## src/rtl/call_controller.sv

```systemverilog
// Call-control engine between the UI command port and the network packet layer.
// One call at a time; a single-entry transmit register holds outgoing signalling.
module call_controller #(
    parameter logic [7:0]  MY_ADDR      = 8'h01,
    parameter logic [15:0] RING_TIMEOUT = 16'd50000
) (
    input  logic       clk,
    input  logic       reset,
    input  logic       cmd_valid,
    input  logic [2:0] cmd,
    input  logic [7:0] cmd_addr,
    output logic       cmd_ready,
    output logic       net_tx_valid,
    output logic [2:0] net_tx_type,
    output logic [7:0] net_tx_dst,
    input  logic       net_tx_ready,
    input  logic       net_rx_valid,
    input  logic [2:0] net_rx_type,
    input  logic [7:0] net_rx_src,
    output logic       net_rx_ready,
    output logic       init,
    output logic       incoming_call,
    output logic [7:0] inc_address,
    output logic [2:0] call_state,
    output logic [7:0] peer_addr
);
    localparam logic [2:0] ST_IDLE     = 3'd0;
    localparam logic [2:0] ST_INCOMING = 3'd1;
    localparam logic [2:0] ST_OUTGOING = 3'd2;
    localparam logic [2:0] ST_BUSY     = 3'd3;
    localparam logic [2:0] ST_INIT     = 3'd5;

    localparam logic [2:0] MSG_INIT     = 3'd0;
    localparam logic [2:0] MSG_CALL_REQ = 3'd1;
    localparam logic [2:0] MSG_CALL_ACK = 3'd2;
    localparam logic [2:0] MSG_CALL_NAK = 3'd3;
    localparam logic [2:0] MSG_CALL_END = 3'd4;

    localparam logic [2:0] CMD_INIT   = 3'd0;
    localparam logic [2:0] CMD_CALL   = 3'd1;
    localparam logic [2:0] CMD_ACCEPT = 3'd2;
    localparam logic [2:0] CMD_REJECT = 3'd3;
    localparam logic [2:0] CMD_END    = 3'd4;

    localparam logic [7:0]  BCAST_ADDR = 8'hFF;
    localparam logic [15:0] TIMER_LAST = RING_TIMEOUT - 16'd1;

    logic [2:0]  state, state_n;
    logic [15:0] timer;
    logic        tx_pending;
    logic        rx_fire, cmd_fire, ringing, expired, from_peer;
    logic        init_n, load_tx, timer_clr;
    logic [7:0]  peer_n, inc_n, tx_dst_n;
    logic [2:0]  tx_type_n;

    assign net_tx_valid  = tx_pending;
    assign net_rx_ready  = ~tx_pending;
    assign cmd_ready     = ~tx_pending & ~net_rx_valid;
    assign rx_fire       = net_rx_valid & ~tx_pending;
    assign cmd_fire      = cmd_valid & cmd_ready;
    assign ringing       = (state == ST_INCOMING) || (state == ST_OUTGOING);
    assign expired       = ringing && (timer >= TIMER_LAST) && !tx_pending;
    assign from_peer     = (net_rx_src == peer_addr);
    assign incoming_call = (state == ST_INCOMING);
    assign call_state    = state;

    // Received messages outrank commands, which outrank ring expiry; one event per cycle.
    always_comb begin
        state_n   = state;
        init_n    = init;
        peer_n    = peer_addr;
        inc_n     = inc_address;
        load_tx   = 1'b0;
        tx_type_n = net_tx_type;
        tx_dst_n  = net_tx_dst;
        timer_clr = 1'b0;
        if (rx_fire) begin
            if (state == ST_INIT) begin
                if (net_rx_type == MSG_INIT) begin
                    init_n  = 1'b1;
                    state_n = ST_IDLE;
                end
            end else if (state == ST_IDLE) begin
                if (net_rx_type == MSG_CALL_REQ) begin
                    peer_n    = net_rx_src;
                    inc_n     = net_rx_src;
                    timer_clr = 1'b1;
                    state_n   = ST_INCOMING;
                end
            end else if (net_rx_type == MSG_CALL_REQ && !from_peer) begin
                load_tx   = 1'b1;
                tx_type_n = MSG_CALL_NAK;
                tx_dst_n  = net_rx_src;
            end else if (from_peer) begin
                case (state)
                    ST_INCOMING: if (net_rx_type == MSG_CALL_END) state_n = ST_IDLE;
                    ST_OUTGOING: begin
                        if (net_rx_type == MSG_CALL_ACK) state_n = ST_BUSY;
                        else if (net_rx_type == MSG_CALL_NAK) state_n = ST_IDLE;
                    end
                    ST_BUSY:     if (net_rx_type == MSG_CALL_END) state_n = ST_IDLE;
                    default:     ;
                endcase
            end
        end else if (cmd_fire) begin
            case (state)
                ST_INIT: if (cmd == CMD_INIT) begin
                    load_tx   = 1'b1;
                    tx_type_n = MSG_INIT;
                    tx_dst_n  = BCAST_ADDR;
                    init_n    = 1'b1;
                    state_n   = ST_IDLE;
                end
                ST_IDLE: if (cmd == CMD_CALL && cmd_addr != MY_ADDR && cmd_addr != BCAST_ADDR) begin
                    peer_n    = cmd_addr;
                    load_tx   = 1'b1;
                    tx_type_n = MSG_CALL_REQ;
                    tx_dst_n  = cmd_addr;
                    timer_clr = 1'b1;
                    state_n   = ST_OUTGOING;
                end
                ST_INCOMING: if (cmd == CMD_ACCEPT || cmd == CMD_REJECT) begin
                    load_tx   = 1'b1;
                    tx_type_n = (cmd == CMD_ACCEPT) ? MSG_CALL_ACK : MSG_CALL_NAK;
                    tx_dst_n  = peer_addr;
                    state_n   = (cmd == CMD_ACCEPT) ? ST_BUSY : ST_IDLE;
                end
                ST_OUTGOING, ST_BUSY: if (cmd == CMD_END) begin
                    load_tx   = 1'b1;
                    tx_type_n = MSG_CALL_END;
                    tx_dst_n  = peer_addr;
                    state_n   = ST_IDLE;
                end
                default: ;
            endcase
        end else if (expired) begin
            load_tx   = 1'b1;
            tx_type_n = (state == ST_INCOMING) ? MSG_CALL_NAK : MSG_CALL_END;
            tx_dst_n  = peer_addr;
            state_n   = ST_IDLE;
        end
    end

    always_ff @(posedge clk) begin
        if (reset) begin
            state       <= ST_INIT;
            init        <= 1'b0;
            peer_addr   <= 8'h00;
            inc_address <= 8'h00;
            tx_pending  <= 1'b0;
            net_tx_type <= 3'd0;
            net_tx_dst  <= 8'h00;
            timer       <= 16'd0;
        end else begin
            state       <= state_n;
            init        <= init_n;
            peer_addr   <= peer_n;
            inc_address <= inc_n;
            if (load_tx) begin
                tx_pending  <= 1'b1;
                net_tx_type <= tx_type_n;
                net_tx_dst  <= tx_dst_n;
            end else if (net_tx_ready) begin
                tx_pending <= 1'b0;
            end
            // Saturating ring timer so a long-blocked expiry cannot wrap and be lost.
            if (timer_clr)
                timer <= 16'd0;
            else if (ringing && timer != 16'hFFFF)
                timer <= timer + 16'd1;
        end
    end
endmodule

```

## config.mk

```make
export PLATFORM = sky130hd
export DESIGN_NAME = call_controller
export DESIGN_NICKNAME = d
export VERILOG_FILES = /design/src/rtl/call_controller.sv
export SDC_FILE = /design/constraint.sdc
export NUM_CORES = 1
export LEC_CHECK = 0
export ABC_AREA = 1
export BUFFER_PORTS_ARGS = -buffer_cell sky130_fd_sc_hd__buf_2
export CELL_PAD_IN_SITES_DETAIL_PLACEMENT = 0
export CELL_PAD_IN_SITES_GLOBAL_PLACEMENT = 1
export CORE_ASPECT_RATIO = 1.75
export CORE_MARGIN = 2
export CORE_UTILIZATION = 34
export CTS_CLUSTER_DIAMETER = 200
export CTS_CLUSTER_SIZE = 28
export DETAILED_ROUTE_END_ITERATION = 16
export HOLD_SLACK_MARGIN = 0.1
export PLACE_DENSITY = 0.8
export SYNTH_ARGS = -nofsm -noshare
export SYNTH_HDL_FRONTEND = slang
export SYNTH_SLANG_ARGS = --single-unit
```

## constraint.sdc

```tcl
create_clock -name clk -period 1.6 [get_ports clk]
set_clock_uncertainty 0.05 [all_clocks]
set_input_delay 0.08 -clock clk [delete_from_list [all_inputs] [get_ports clk]]
set_output_delay 0.08 -clock clk [all_outputs]
set_load 0.05 [all_outputs]
```

==> results.md, run 1 <==
* Status: finished with violations
* Failing checks: setup timing
* Tcrit/Tclk final at 1.06
* Power Dens Cells at about 1100 mW/mm²
* Worst R2R Path Depth at 12
* RSZ-0062 raised after global routing: true
* Die Y at 128 µm
* Syn nets at 488
* Fill count at 867
* Power Total at 5060 µW
* Avg WL per Cell at 14.1 µm
* Port-buffer cells at 61
* P_int at 3030 µW
* Clk sinks at 48
* Post-route insts no fill at 726
* Detailed Route Iter0 Violations at 75
* Root buf cell: clkbuf_16
* Final nets at 636
* Post-synth top flop: dfxtp_1
* Clock Latency Late Sink at around 0.30 ns
* Least-Margin Pin Slew at 0.389 ns
* Final-report hold violation count at 0
* Die area at ~0.0095 mm²
* Antenna Nets Post-Route at 0
* Crit. End Element: register
* Drt drc at 0
* Antenna violations before repair at 0
* Levels on crit path at 12
* Initial Utilization at 0.347
* Worst slack, placed at -0.215 ns
* Peak VDD IR at approximately 0.52 mV
* LEAKAGE at 0.00219 µW
* R2r endpoint: net_tx_dst[5]
* Site Rows at 45
* # IOs at 62
* Tmin final at 1.69 ns
* Reg clk slew, reported paths at 0.07 ns
* Max H-tree Level at 2
* CP Max Fanout at 6
* Most frequent cells in the layout: 94 x nand2_1, 65 x buf_4, 61 x buf_2
* Top cell type by total area after synthesis: dfxtp_1
* Clock power share at 0.234
* Worst Hold Class: in2reg
* Largest net degree at the start of global routing at 25
* Most common cell after layout, fill and taps aside: nand2_1
* Sequential share of the synthesized area at 0.324
* Combinational Power Share at 0.484
* DR vias/cell at 4.89
* Top Family by Delay on Critical Path: simple AND/OR/NAND/NOR gates
* Synth warn at 0
* Max Clk Rate at around 600 MHz
* Total grt overflow at 0
* Worst path max stage delay at 0.36 ns
* Critical Path Source Type: register
* Synth async-reset ratio at 0
* Synth area leaders: dfxtp_1 32%, nand2_1 14%, nor2_1 9.0%
* Routed WL at about 10000 µm
* Dpl hpwl at 7640 µm
* Synthesized flop and latch total at 48
* Layout cells sized above 1 at 0.437
* Final setup viols at 20
* Drt first pass iters at 4
* Cells after synthesis at 460
* First-pass GRT wire length at 16100 µm
* CTS Buf Count at 5
* Critical Path Start: net_tx_valid
* R2R setup slack at -0.09 ns
* Gr usage total at 0.222
* Slew Viols, Final at 0
* CP Cell Sequence: buf_6 -> nor2_4 -> nand2_4 -> inv_4 -> nand2_4 -> nor2_4 -> buf_6 -> o21ai_2 -> a21oi_1 -> nand2_1 -> nand2_1 -> nor2_1
* Clock buffer depth at 2
* Worst EP required at between 1.5 and 2 ns
* WS Path Type: reg2reg
* Max-cap viol count at 0
* Max_slew headroom at 0.739
* Via count at 3553
* Die width at 74.6 µm
* Vias in the first global route at 3580
* CP Buf/Inv Count at 3
* Diodes inserted at 0
* Final WS setup at -0.0920 ns
* Placed insts at a little under 700
* Setup TNS at -1.13 ns
* Synth cell types at 39
* CTS tree: done
* Share of the synthesized area in the top cell type at 0.324
* Mean Syn Cell Area at 6.45 µm²
* Slowest CP cell: dfxtp_4
* Reg2reg start: net_tx_valid
* Area Overhead vs Synth at 59.7%
* Crit path DAT at 1.84 ns
* Post-synth EDFFs at 0
* Sequential power share at 0.282
* Switching power at 2030 µW
* Final Wtd Congestion at 0.921
* Core Box Area at 0.00856 mm²
* Sw Share at 0.401
* Mapped cell area at ~0.003 mm²
* End of the critical path: net_tx_dst[5]
## metrics by stage
step	utilization	cell area, µm²	hold WS (ns)
final	0.554	4740	0.104
after global placement	0.461	3950	0.318
after detailed placement	0.461	3950	0.315
after CTS	0.523	4470	0.103
after global routing	0.554	4740	0.112
after floorplan	-	3060	0.176
## layer usage
metal,share of wire,vias up,global-route usage
met3,0.025,28,0.0315
met4,0.040,0,0.107
met1,0.35,1661,0.212
met2,0.59,81,0.434
met5,0,-,0
li1,-,1783,-
## how the worst min path moves through the flow
stage	startpoint	depth (start not counted)	to
global route	net_rx_src[4]	4	inc_address[4]
floorplan	net_rx_valid	1	cmd_ready
detailed placement	net_rx_src[0]	3	inc_address[0]
global placement	net_rx_src[0]	3	inc_address[0]
finish	net_rx_src[4]	4	inc_address[4]
CTS	net_rx_src[4]	4	inc_address[4]
## tightest hold or removal path, cell delays in order
cell and delay, ns:
buf_2 0.10, inv_1 0.06, buf_4 0.11, a21oi_1 0.06
## cell families (layout without fill, tap and decap cells)
| family | Yosys count | after routing | share of synthesized area |
|---|---|---|---|
| AO/OA/AOI/OAI | 78 | 78 | 0.157 |
| flip-flops | 48 | 48 | 0.324 |
| XOR/XNOR | 11 | 11 | 0.0325 |
| buffers and inverters | 76 | 222 | 0.113 |
| AND/OR/NAND/NOR | 246 | 249 | 0.370 |
| adder cells (fa/ha/maj) | 1 | 1 | 0.00422 |
## power by group through the flow
stage                     Combinational, µW  Clock (µW)  Sequential, µW
after global routing                   2640        1270            1440
after CTS                              2260        1220            1420
after floorplan                        1030           0            1710
after detailed placement               2070           0            1440
after global placement                 2050           0            1430
final                                  2450        1190            1430
## Yosys cell counts, drive strengths merged, types with 5 or more instances
cell    instances
nor3           16
xnor2           6
a21oi          34
nand3          25
xor2            5
o21ai          20
dfxtp          48
inv            63
nor2           77
a31oi           6
a211oi          7
nand2         118
buf             9
## cell type report
class | count | area [µm²] | share of cell area
Multi-Input combinational cell | 339 | 2040 | 0.430
Timing Repair Buffer | 151 | 1120 | 0.237
Sequential cell | 48 | 988 | 0.209
Inverter | 63 | 274 | 0.0578
Clock buffer | 7 | 164 | 0.0346
Tap cell | 117 | 146 | 0.0309
Clock inverter | 1 | 8.76 | 0.00185
## registers in the layout, summed over array words and instances (netlist names)
register,count
timer,16
inc_address,8
net_tx_dst,8
peer_addr,8
call_state,3
net_tx_type,3
init,1
net_tx_valid,1
## timing repair
item	in CTS	in global routing
endpoints found under the hold margin	10	0
resized for setup	45	51
setup buffers	7	6
hold buffers	10	0
pin swaps	21	18
endpoints found under the setup margin	31	45
cloned	4	0
Note: power is estimated with default switching activity, not from simulation.
==> run 2: changes to the inputs <==
--- a/config.mk
+++ b/config.mk
@@ -19,2 +19,3 @@
 export PLACE_DENSITY = 0.8
+export SKIP_LAST_GASP = 1
 export SYNTH_ARGS = -nofsm -noshare
==> constraint.sdc (replaced) <==
create_clock -name clk -period 1.6 [get_ports clk]
set_clock_uncertainty 0.05 [all_clocks]
set_input_delay 0.16 -clock clk [delete_from_list [all_inputs] [get_ports clk]]
set_output_delay 0.16 -clock clk [all_outputs]
set_load 0.05 [all_outputs]
==> results.md, run 2 (synthesis gave the netlist of run 1 again) <==
* R2R setup slack at -0.09 ns (about the same)
* Site Rows at 45 (unchanged)
* Top Family by Delay on Critical Path: simple AND/OR/NAND/NOR gates (unchanged)
* Least-Margin Pin Slew at 0.368 ns (was 0.389 ns)
* Fill count at 864 (was 867)
* CTS tree: done (unchanged)
* Gr usage total at 0.222 (about the same)
* Detailed Route Iter0 Violations at 101 (was 75)
* Max Clk Rate at 590 MHz (was 591 MHz)
* Largest net degree at the start of global routing at 25 (unchanged)
* Port-buffer cells at 61 (unchanged)
* Most frequent cells in the layout: 93 x nand2_1, 73 x buf_4, 61 x buf_2 (was 94 x nand2_1, 65 x buf_4, 61 x buf_2)
* CTS Buf Count at 5 (unchanged)
* Area Overhead vs Synth at 56.1% (was 59.7%)
* Peak VDD IR at 0.468 mV (was 0.520 mV)
* LEAKAGE at 0.00213 µW (was 0.00219 µW)
* Initial Utilization at 0.347 (unchanged)
* Dpl hpwl at 7770 µm (was 7640 µm)
* Max-cap viol count at 0 (unchanged)
* CP Cell Sequence: buf_6 -> nor2_4 -> nand2_4 -> inv_4 -> nand2_4 -> nor2_4 -> buf_12 -> inv_2 -> a31oi_1 -> nand2_2 -> nand2_2 -> nor2_1 (was buf_6 -> nor2_4 -> nand2_4 -> inv_4 -> nand2_4 -> nor2_4 -> buf_6 -> o21ai_2 -> a21oi_1 -> nand2_1 -> nand2_1 -> nor2_1)
* Slew Viols, Final at 0 (unchanged)
* Largest register by flop count: timer (unchanged)
* Max reg flops at 16 (unchanged)
* Clock Latency Late Sink at 0.30 ns (about the same)
* Failing checks: setup timing (unchanged)
* Max_slew headroom at 0.755 (was 0.739)
* Critical Path Source Type: register (unchanged)
* Most common cell after layout, fill and taps aside: nand2_1 (unchanged)
* Die area at 0.00952 mm² (unchanged)
* Slowest CP cell: dfxtp_4 (unchanged)
* Final setup viols at 20 (unchanged)
* CP Max Fanout at 7 (was 6)
* Routed WL at 10200 µm (about the same)
* Core Box Area at 0.00856 mm² (unchanged)
* Post-layout util at 0.541 (was 0.554)
* Final-report hold violation count at 0 (unchanged)
* Tmin final at 1.69 ns (about the same)
* # IOs at 62 (unchanged)
* Layout cells sized above 1 at 0.445 (was 0.437)
* Root buf cell: clkbuf_16 (unchanged)
* Final WS setup at -0.0941 ns (was -0.0920 ns)
* Power Dens Cells at 1060 mW/mm² (was 1070 mW/mm²)
* Avg WL per Cell at 14.1 µm (about the same)
* WS Path Type: reg2reg (unchanged)
* WHS at 0.104 ns (about the same)
* DR vias/cell at 4.87 (was 4.89)
* Drt first pass iters at 5 (was 4)
* Worst path max stage delay at 0.36 ns (about the same)
* Status: finished with violations (unchanged)
* Antenna Nets Post-Route at 0 (unchanged)
* Final nets at 633 (was 636)
* RSZ-0062 raised after global routing: true (unchanged)
* Final Wtd Congestion at 0.915 (was 0.921)
* Reg clk slew, reported paths at 0.07 ns (about the same)
* Tcrit/Tclk final at 1.06 (about the same)
* Max H-tree Level at 2 (unchanged)
* Antenna violations before repair at 0 (unchanged)
* Diodes inserted at 0 (unchanged)
* Total grt overflow at 0 (unchanged)
* Clk sinks at 48 (unchanged)
* Worst EP required at 1.74 ns (was 1.75 ns)
* First-pass GRT wire length at 16200 µm (was 16100 µm)
* Setup TNS at -0.873 ns (was -1.13 ns)
* Die width at 74.6 µm (unchanged)
* Clock buffer depth at 2 (unchanged)
* Via count at 3518 (was 3553)
* Crit path DAT at 1.84 ns (about the same)
* Worst Hold Class: in2reg (unchanged)
* Crit. End Element: register (unchanged)
* Vias in the first global route at 3542 (was 3580)
* Die Y at 128 µm (unchanged)
* Drt drc at 0 (unchanged)
* CP Buf/Inv Count at 4 (was 3)
-- run 2: changes by cell type in the layout (fill, tap and decap cells not counted), sizes merged --
cell / delta
dlygate4sd3: -9
buf: +6
inv: +2
clkbuf: -1
clkinv: -1
nand2: -1
-- run 2: metal layers --
metal	wire length [µm]	vias up	share of wire	GRT usage
met5	0	-	0	0
met4	454	0	0.045	0.119
met3	365	30	0.036	0.0315
met2	5830	95	0.57	0.429
met1	3540	1633	0.35	0.213
li1	-	1760	-	-
-- run 2: worst paths after layout --
check | startpoint | end | cells past startpoint
setup / recovery | net_tx_valid | net_tx_dst[7] | 12
hold reg to reg | init | init | 2
hold / removal | net_rx_src[3] | inc_address[3] | 3
setup reg to reg | net_tx_valid | net_tx_dst[7] | 12
-- run 2: layout make-up --
type,instances,area [µm²],area share
Timing Repair Buffer,149,1100,0.237
Clock buffer,5,125,0.0270
Clock inverter,2,11.3,0.00243
Multi-Input combinational cell,338,1990,0.429
Tap cell,117,146,0.0316
Sequential cell,48,993,0.214
Inverter,63,269,0.0581
-- run 2: repair_timing --
action,CTS,global route
hold buffers,1,0
pin swaps,22,15
resized for setup,40,45
setup endpoints to repair,33,44
hold endpoints to repair,1,0
setup buffers,7,5
cloned,2,1
-- run 2: where the power goes --
part	leakage [µW]	total, µW	internal [µW]	switching [µW]
combinational	0.00167	2440	1000	1440
clock	0.0000700	1050	570	482
sequential	0.000397	1430	1320	109
-- run 2: tightest hold or removal path, delay by kind of cell --
family,cells,cell delay (ns)
buffers and inverters,2,0.18
AO/OA/AOI/OAI,1,0.06
-- run 2: stage by stage --
| stage | setup WS [ns] | instances | total power [µW] | cell area, µm² |
|---|---|---|---|---|
| 6_report | -0.0941 | 722 | 4910 | 4630 |
| 5_1_grt | -0.194 | 722 | 5160 | 4630 |
| 4_1_cts | -0.0489 | 718 | 4820 | 4430 |
| 3_5_place_dp | -0.187 | 701 | 3560 | 4050 |
| 3_3_place_gp | -0.165 | 701 | 3530 | 4050 |
| 2_1_floorplan | -0.0913 | 460 | 2740 | 3060 |
==> run 3: changes to the inputs <==
Settings changed: CORE_UTILIZATION 34 to 40, CTS_CLUSTER_DIAMETER 200 to 100, PLACE_DENSITY 0.8 to 0.88.
Clock period 1.6 ns to 2 ns, I/O delays scaled along.
==> results.md, run 3 (synthesis gave the netlist of run 1 again) <==
* Max H-tree Level at 2 (unchanged)
* Layout cells sized above 1 at 0.228 (was 0.445)
* WS Path Type: reg2reg (unchanged)
* Core Box Area at 0.00718 mm² (was 0.00856 mm²)
* Worst EP required at 2.12 ns (was 1.74 ns)
* Final nets at 551 (was 633)
* Sequential power share at 0.341 (was 0.290)
* Setup bufs post-CTS at 0 (was 7)
* Antenna Nets Post-Route at 0 (unchanged)
* Tcrit/Tclk final at 0.934 (was 1.06)
* Site Rows at 41 (was 45)
* LEAKAGE at 0.00165 µW (was 0.00213 µW)
* Combinational Power Share at 0.380 (was 0.496)
* # IOs at 62 (unchanged)
* Least-Margin Pin Slew at 0.435 ns (was 0.368 ns)
* Crit path DAT at 1.99 ns (was 1.84 ns)
* Max Clk Rate at 535 MHz (was 590 MHz)
* Routed WL at 7980 µm (was 10200 µm)
* Reg area at 963 µm² (was 993 µm²)
* Final setup viols at 0 (was 20)
* Diodes inserted at 0 (unchanged)
* Placed insts at 602 (was 701)
* Avg WL per Cell at 13.1 µm (was 14.1 µm)
* Clock buffer depth at 2 (unchanged)
* Die area at 0.00815 mm² (was 0.00952 mm²)
* Slew Viols, Final at 0 (unchanged)
* Max_slew headroom at 0.709 (was 0.755)
* Die width at 69.1 µm (was 74.6 µm)
* Peak VDD IR at 0.579 mV (was 0.468 mV)
* Critical Path Source Type: register (unchanged)
* Detailed Route Iter0 Violations at 128 (was 101)
* Drt first pass iters at 4 (was 5)
* First-pass GRT wire length at 13700 µm (was 16200 µm)
* Tmin final at 1.87 ns (was 1.69 ns)
* WHS at 0.154 ns (was 0.104 ns)
* Clock Latency Late Sink at 0.29 ns (was 0.30 ns)
* Total grt overflow at 0 (unchanged)
* Reg clk slew, reported paths at 0.06 ns (was 0.07 ns)
* CTS tree: done (unchanged)
* Worst Hold Class: in2reg (unchanged)
* Dpl hpwl at 6550 µm (was 7770 µm)
* Setup TNS at 0 ns (was -0.873 ns)
* P_int at 1970 µW (was 2890 µW)
* DR vias/cell at 5.03 (was 4.87)
* Gr usage total at 0.205 (was 0.222)
* Post-route insts no fill at 608 (was 722)
* Drt drc at 0 (unchanged)
* Status: finished, final reports clean (was finished with violations)
* Vias in the first global route at 3037 (was 3542)
* RSZ-0062 raised after global routing: false (was true)
* Via count at 3061 (was 3518)
* CP Max Fanout at 9 (was 7)
* Fill count at 764 (was 864)
* Clock power share at 0.279 (was 0.214)
* Crit. End Element: register (unchanged)
* CTS Buf Count at 5 (unchanged)
* Largest net degree at the start of global routing at 23 (was 25)
* Most frequent cells in the layout: 107 x nand2_1, 70 x nor2_1, 61 x buf_2 (was 93 x nand2_1, 73 x buf_4, 61 x buf_2)
* Sw Share at 0.402 (was 0.413)
* Area of the multi-input gates at 0.00170 mm² (was 0.00199 mm²)
* Initial Utilization at 0.413 (was 0.347)
* Power Dens Cells at 935 mW/mm² (was 1060 mW/mm²)
* Die Y at 118 µm (was 128 µm)
* Area Overhead vs Synth at 18.9% (was 56.1%)
* Switching power at 1330 µW (was 2030 µW)
* Max-cap viol count at 0 (unchanged)
* Max reg flops at 16 (unchanged)
* Antenna violations before repair at 0 (unchanged)
* Port-buffer cells at 61 (unchanged)
* Clk sinks at 48 (unchanged)
* Largest register by flop count: timer (unchanged)
* Most common cell after layout, fill and taps aside: nand2_1 (unchanged)
* Final-report hold violation count at 0 (unchanged)
* Final Wtd Congestion at 0.925 (was 0.915)
* Root buf cell: clkbuf_16 (unchanged)
run 3: changes by cell type in the layout (fill, tap and decap cells not counted), moves of 7 or more:
cell / before / now
nor2_1: 56 / 70
buf_12: 7 / 0
buf_4: 73 / 8
dfxtp_2: 14 / 2
nand2_2: 19 / 6
nand2_1: 93 / 107
nor2_4: 10 / 2
dfxtp_1: 30 / 46
run 3: layout make-up:
type	count	share of cell area
clock buffer	5	0.0355
clock inverter	1	0.00851
inverter	63	0.0677
multi-input combinational	336	0.481
sequential	48	0.273
tap	86	0.0305
timing repair buffer	69	0.104
run 3: through the flow:
stage	setup WS [ns]	instance area [µm²]	total power, µW	util
floorplan	0.120	2980	2130	-
global placement	0.112	3350	2390	0.467
detailed placement	0.0997	3350	2390	0.467
CTS	0.0998	3510	3320	0.489
global route	0.0107	3530	3490	0.491
finish	0.132	3530	3300	0.491
run 3: path summary, 6_finish.rpt:
check	from	endpoint	slack, ns	cells after the start
worst min register to register	net_tx_type[0]	net_tx_type[0]	0.42	2
worst max-delay path	call_state[1]	peer_addr[3]	0.13	10
worst min-delay path	net_rx_src[0]	inc_address[0]	0.15	3
worst max register to register	call_state[1]	peer_addr[3]	0.13	10
run 3: layer usage:
| layer | part of all wire | routed length (µm) | vias to the layer above | GRT usage |
|---|---|---|---|---|
| met3 | 0.050 | 396 | 24 | 0.0411 |
| li1 | - | - | 1597 | - |
| met5 | 0 | 0 | - | 0 |
| met4 | 0.035 | 276 | 0 | 0.102 |
| met2 | 0.54 | 4310 | 80 | 0.389 |
| met1 | 0.38 | 3000 | 1360 | 0.205 |
run 3: worst max-delay path, cell delays in order (launching register included):
cell	delay, ns
dfxtp_1	0.46
nor2_4	0.11
nand2_2	0.10
nand2_2	0.07
inv_2	0.06
nand2_1	0.04
a21oi_1	0.18
nand2_2	0.19
buf_4	0.21
nor3_1	0.21
a211oi_2	0.06
run 3: what timing repair did:
item / in CTS / in global routing
setup endpoints to repair: 0 / 15
endpoints found under the hold margin: 0 / 0
hold buffers: 0 / 0
gates resized for setup: 0 / 4
run 3: power groups by stage:
stage / logic (µW) / registers [µW] / clock network (µW)
after floorplan: 775 / 1350 / 0
after global placement: 1240 / 1150 / 0
after detailed placement: 1240 / 1150 / 0
after CTS: 1240 / 1130 / 954
after global routing: 1370 / 1140 / 979
final: 1250 / 1130 / 920
